## config.mk

```make
export PLATFORM = sky130hd
export DESIGN_NAME = fx3_burst_reader
export DESIGN_NICKNAME = d
export VERILOG_FILES = /design/src/rtl/fx3_burst_reader.sv
export SDC_FILE = /design/constraint.sdc
export NUM_CORES = 1
export LEC_CHECK = 0
export ABC_AREA = 1
export BUFFER_PORTS_ARGS = -buffer_cell sky130_fd_sc_hd__buf_2
export CAP_MARGIN = 25
export CORE_MARGIN = 2
export CORE_UTILIZATION = 35
export DETAILED_ROUTE_END_ITERATION = 7
export PLACE_DENSITY_LB_ADDON = 0.1
export SETUP_SLACK_MARGIN = 0.02
export SYNTH_ARGS = -nofsm -noshare
export SYNTH_HDL_FRONTEND = slang
export SYNTH_SLANG_ARGS = --single-unit
```

## constraint.sdc

```tcl
create_clock -name clock -period 1.71 [get_ports clock]
set_input_delay 0.171 -clock clock [delete_from_list [all_inputs] [get_ports clock]]
set_output_delay 0.171 -clock clock [all_outputs]
set_load 0.005 [all_outputs]
```

## src/rtl/fx3_burst_reader.sv

```systemverilog
// Drains the 10-bit sample DCFIFO in fixed-size bursts toward the FX3 bridge.
// Each popped sample leaves one cycle later as a 16-bit word tagged with a 6-bit burst sequence.
module fx3_burst_reader #(
  parameter int BURST_WORDS   = 8192,
  parameter bit START_ON_HALF = 1'b1
) (
  input  logic        clock,
  input  logic        nReset,
  input  logic [9:0]  fifoData,
  input  logic        fifoEmpty,
  input  logic        fifoHalfFull,
  input  logic        fifoFull,
  output logic        fifoAck,
  input  logic        fx3Ready,
  output logic [15:0] fx3Data,
  output logic        fx3Write,
  output logic        fx3PktEnd,
  output logic        overflowError,
  output logic        underrunError
);

  localparam int CW = (BURST_WORDS > 1) ? $clog2(BURST_WORDS) : 1;
  localparam logic [CW-1:0] LAST = CW'(BURST_WORDS - 1);

  typedef enum logic [1:0] {
    IDLE  = 2'd0,
    BURST = 2'd1,
    GAP   = 2'd2
  } state_t;

  state_t        state;
  state_t        state_nx;
  logic [CW-1:0] word_count;
  logic [CW-1:0] word_count_nx;
  logic [5:0]    seq;
  logic [5:0]    seq_nx;
  logic          start;
  logic          xfer;
  logic          last;

  always_comb begin
    state_nx      = state;
    word_count_nx = word_count;
    seq_nx        = seq;
    start         = START_ON_HALF ? fifoHalfFull : !fifoEmpty;
    xfer          = 1'b0;
    last          = 1'b0;
    unique case (state)
      IDLE: begin
        if (start) state_nx = BURST;
      end
      BURST: begin
        xfer = !fifoEmpty && fx3Ready;
        last = xfer && (word_count == LAST);
        if (last) begin
          word_count_nx = '0;
          seq_nx        = seq + 6'd1;
          state_nx      = GAP;
        end else if (xfer) begin
          word_count_nx = word_count + 1'b1;
        end
      end
      GAP: begin
        state_nx = IDLE;
      end
      default: begin
        state_nx = IDLE;
      end
    endcase
  end

  // The pop is gated by reset so a held reset never consumes samples.
  assign fifoAck = xfer && nReset;

  always_ff @(posedge clock) begin
    if (!nReset) begin
      state         <= IDLE;
      word_count    <= '0;
      seq           <= '0;
      fx3Data       <= '0;
      fx3Write      <= 1'b0;
      fx3PktEnd     <= 1'b0;
      overflowError <= 1'b0;
      underrunError <= 1'b0;
    end else begin
      state      <= state_nx;
      word_count <= word_count_nx;
      seq        <= seq_nx;
      fx3Write   <= xfer;
      fx3PktEnd  <= last;
      if (xfer) fx3Data <= {seq, fifoData};
      if (fifoFull) overflowError <= 1'b1;
      if (state == BURST && fifoEmpty && word_count != '0)
        underrunError <= 1'b1;
    end
  end

endmodule

```

==> key figures <==
Floorplan
  – Core area: just over 0.005 mm^2
  – Floorplan row count: 26
  – DIE AREA: 0.00595 mm^2
  – Starting density of the core: 0.364
  – IO Count: 37
  – Die Width: 77.1 um
  – Chip height: between 70 and 80 um

Clock tree
  – CTS Buf Count: 5
  – Clk_lat worst skew: 0.29 ns
  – # hold bufs at CTS: 0
  – Post-CTS Setup Bufs: 0
  – Root Driver: clkbuf_8
  – Clk buf depth: 2
  – CTS tree: built
  – Worst-path clk slew: roughly 0.080 ns
  – CTS H-tree lvls: 2
  – Post_cts resized: 0
  – Num Clock Sinks: 41

Drt
  – Final antenna-violating net count: 0
  – DR iter-0 viols: 64
  – Via density: between 4 and 5
  – DR vias: between 1500 and 2000
  – DR WL/cell: between 10 and 15 um
  – Routed WL: between 3000 and 4000 um
  – DRC viols: 0
  – DR pass1 iterations: 4

Timing
  – Worst-case clock skew: roughly 0.0076 ns
  – Final setup vio count: 0
  – RSZ-0062 raised after global routing: no
  – Fin. Hold Viols: 0
  – Worst-Margin Slew: around 0.33 ns
  – Final slew viol count: 0
  – Setup TNS: 0 ns
  – Peak Freq: 678 MHz
  – Max-slew headroom: 0.781
  – Final WS setup: around 0.24 ns
  – Fin crit share: 0.862
  – Min Tclk post-route: about 1.5 ns

Global route
  – Global-route wire length before repair: slightly below 7000 um
  – Initial antenna violation count: 0
  – Largest net degree at the start of global routing: 24
  – Via count of the first global-routing pass: approximately 1500
  – Remaining Overflow, GRT: 0
  – Total track usage: 0.145

Layout
  – Post-layout net count: slightly above 300
  – Area delta synth->final: 19.4%
  – Ratio of cells with drive above 1 in the final layout: 0.238
  – Fillers: between 500 and 600
  – Design Area, Final: approximately 0.0022 mm^2
  – Number of antenna diodes: 0

Logic synthesis
  – Post-synth EDFFs: 0
  – Asr flop ratio synth: 0
  – Syn_area_per_cell: around 7.6 um^2
  – Flops & latches, synth: between 40 and 50
  – Mapped Cells: approximately 250
  – Post-Syn Area: approximately 0.0019 mm^2
  – Yosys top cell by area: dfxtp_1
  – Top post-synthesis cells by area: dfxtp_1, nor2_1, nand2_1, inv_1, o21ai_0
  – Ys Warns: 0
  – Share of Yosys cell area claimed by the top area cell type: 0.439
  – Top post-synthesis cells by count: nor2_1, dfxtp_1, nand2_1
  – Syn nets: 264
  – Count leader, synth: nor2_1
  – Register area share after synthesis: 0.439
  – Synth Flop Type: dfxtp_1
  – Cell variety after synth: 30

Setup path
  – CP startpoint: state[0]$_SDFFE_PN0P_
  – Critical path required time: around 1.5 ns
  – WS Path Type: reg2out
  – Crit. End Element: output pin
  – CP arrival: around 1.3 ns
  – Reg2reg path depth: 8
  – FF-to-FF End: word_count[5]$_SDFFE_PN0P_
  – Critical path endpoint: fifoAck
  – Reg2Reg Setup Slack: ~0.27 ns
  – Worst reg2reg startpoint: word_count[0]$_SDFFE_PN0P_
  – Crit path max fanout: 23
  – CP Launch Type: flip-flop

Place
  – Port bufs: 36
  – Pre-CTS setup slack: 0.264 ns
  – Dpl hpwl: 2850 um
  – Post-Place Cell Area: 0.00213 mm^2
  – Global placement routability congestion: around 0.75

Power
  – Maximum vdd ir drop: 0.479 mV
  – P_leak: slightly above 1 nW
  – Pwr Density: just over 800 mW/mm^2

Run
  – Max Cap Viol: 0

Min path
  – Type of the worst min-delay path: in2reg
  – WHS Path Cells: 3

Status
  – Outcome: finished, final reports clean
## registers in the layout, summed over array words and instances, names as in the netlist
register	cells
word_count	13
seq	6
underrunError	1
fx3Data	16
overflowError	1
fx3PktEnd	1
state	2
fx3Write	1
## per-layer routing
metal / vias up / wire length, um / global-route usage
met5: - / 0 / 0
met4: 0 / 42 / 0.0482
met3: 5 / 147 / 0.0376
met2: 30 / 1690 / 0.231
met1: 704 / 2080 / 0.192
li1: 865 / - / -
## layout by cell type, fill, tap and decap left out, types with 4 or more instances in the layout
master    synthesis  layout
o21ai_0          17      17
buf_2             2      36
dfxtp_1          41      41
xor2_1            5       5
clkbuf_8          0       7
nand2_1          38      38
a21oi_1          14      14
nand4_1           5       5
nor2_4            6       6
nand3_1          14      14
nor2_1           47      47
buf_4             1       4
inv_1            25      25
## cell type report
cell class              instances  area (um^2)  area share
repair buffers                 40          210      0.0941
clock inverters                 1         8.76     0.00392
well taps                      70         87.6      0.0392
clock buffers                   7         96.3      0.0431
inverters                      27          101      0.0454
flip-flops and latches         41          821       0.368
multi-input cells             170          908       0.407
## worst min path at each step
stage / startpoint / end
2_1_floorplan: fifoFull / overflowError$_SDFFE_PN0P_
3_3_place_gp: fifoFull / overflowError$_SDFFE_PN0P_
3_5_place_dp: fifoFull / overflowError$_SDFFE_PN0P_
4_1_cts: fifoFull / overflowError$_SDFFE_PN0P_
5_1_grt: fifoFull / overflowError$_SDFFE_PN0P_
6_report: fifoFull / overflowError$_SDFFE_PN0P_
## through the flow
stage	total power, mW	std cells	hold WS [ns]	util
global route	1.93	356	0.0777	0.435
detailed placement	1.14	348	0.386	0.414
global placement	1.14	348	0.375	0.414
finish	1.83	356	0.0798	0.435
floorplan	1.09	245	0.287	-
CTS	1.86	356	0.0747	0.435
## worst max-delay path, stage by stage (launching register included)
cell and delay, ns:
dfxtp_1 0.38, inv_2 0.05, nor2_2 0.12, nand2_4 0.21
nor2_1 0.14, buf_2 0.12
## report_power, final
group / switching [mW] / internal (mW)
clock network: 0.342 / 0.373
logic: 0.0731 / 0.0539
registers: 0.0119 / 0.977
total: 0.427 / 1.40
## logic make-up after synthesis
logic type | synth area share
flip-flops | 0.439
AO/OA/AOI/OAI | 0.111
AND/OR/NAND/NOR | 0.331
buffers and inverters | 0.0756
XOR/XNOR | 0.0234
adder cells (fa/ha/maj) | 0.0201
No activity file was read; power rests on OpenSTA's default activity.
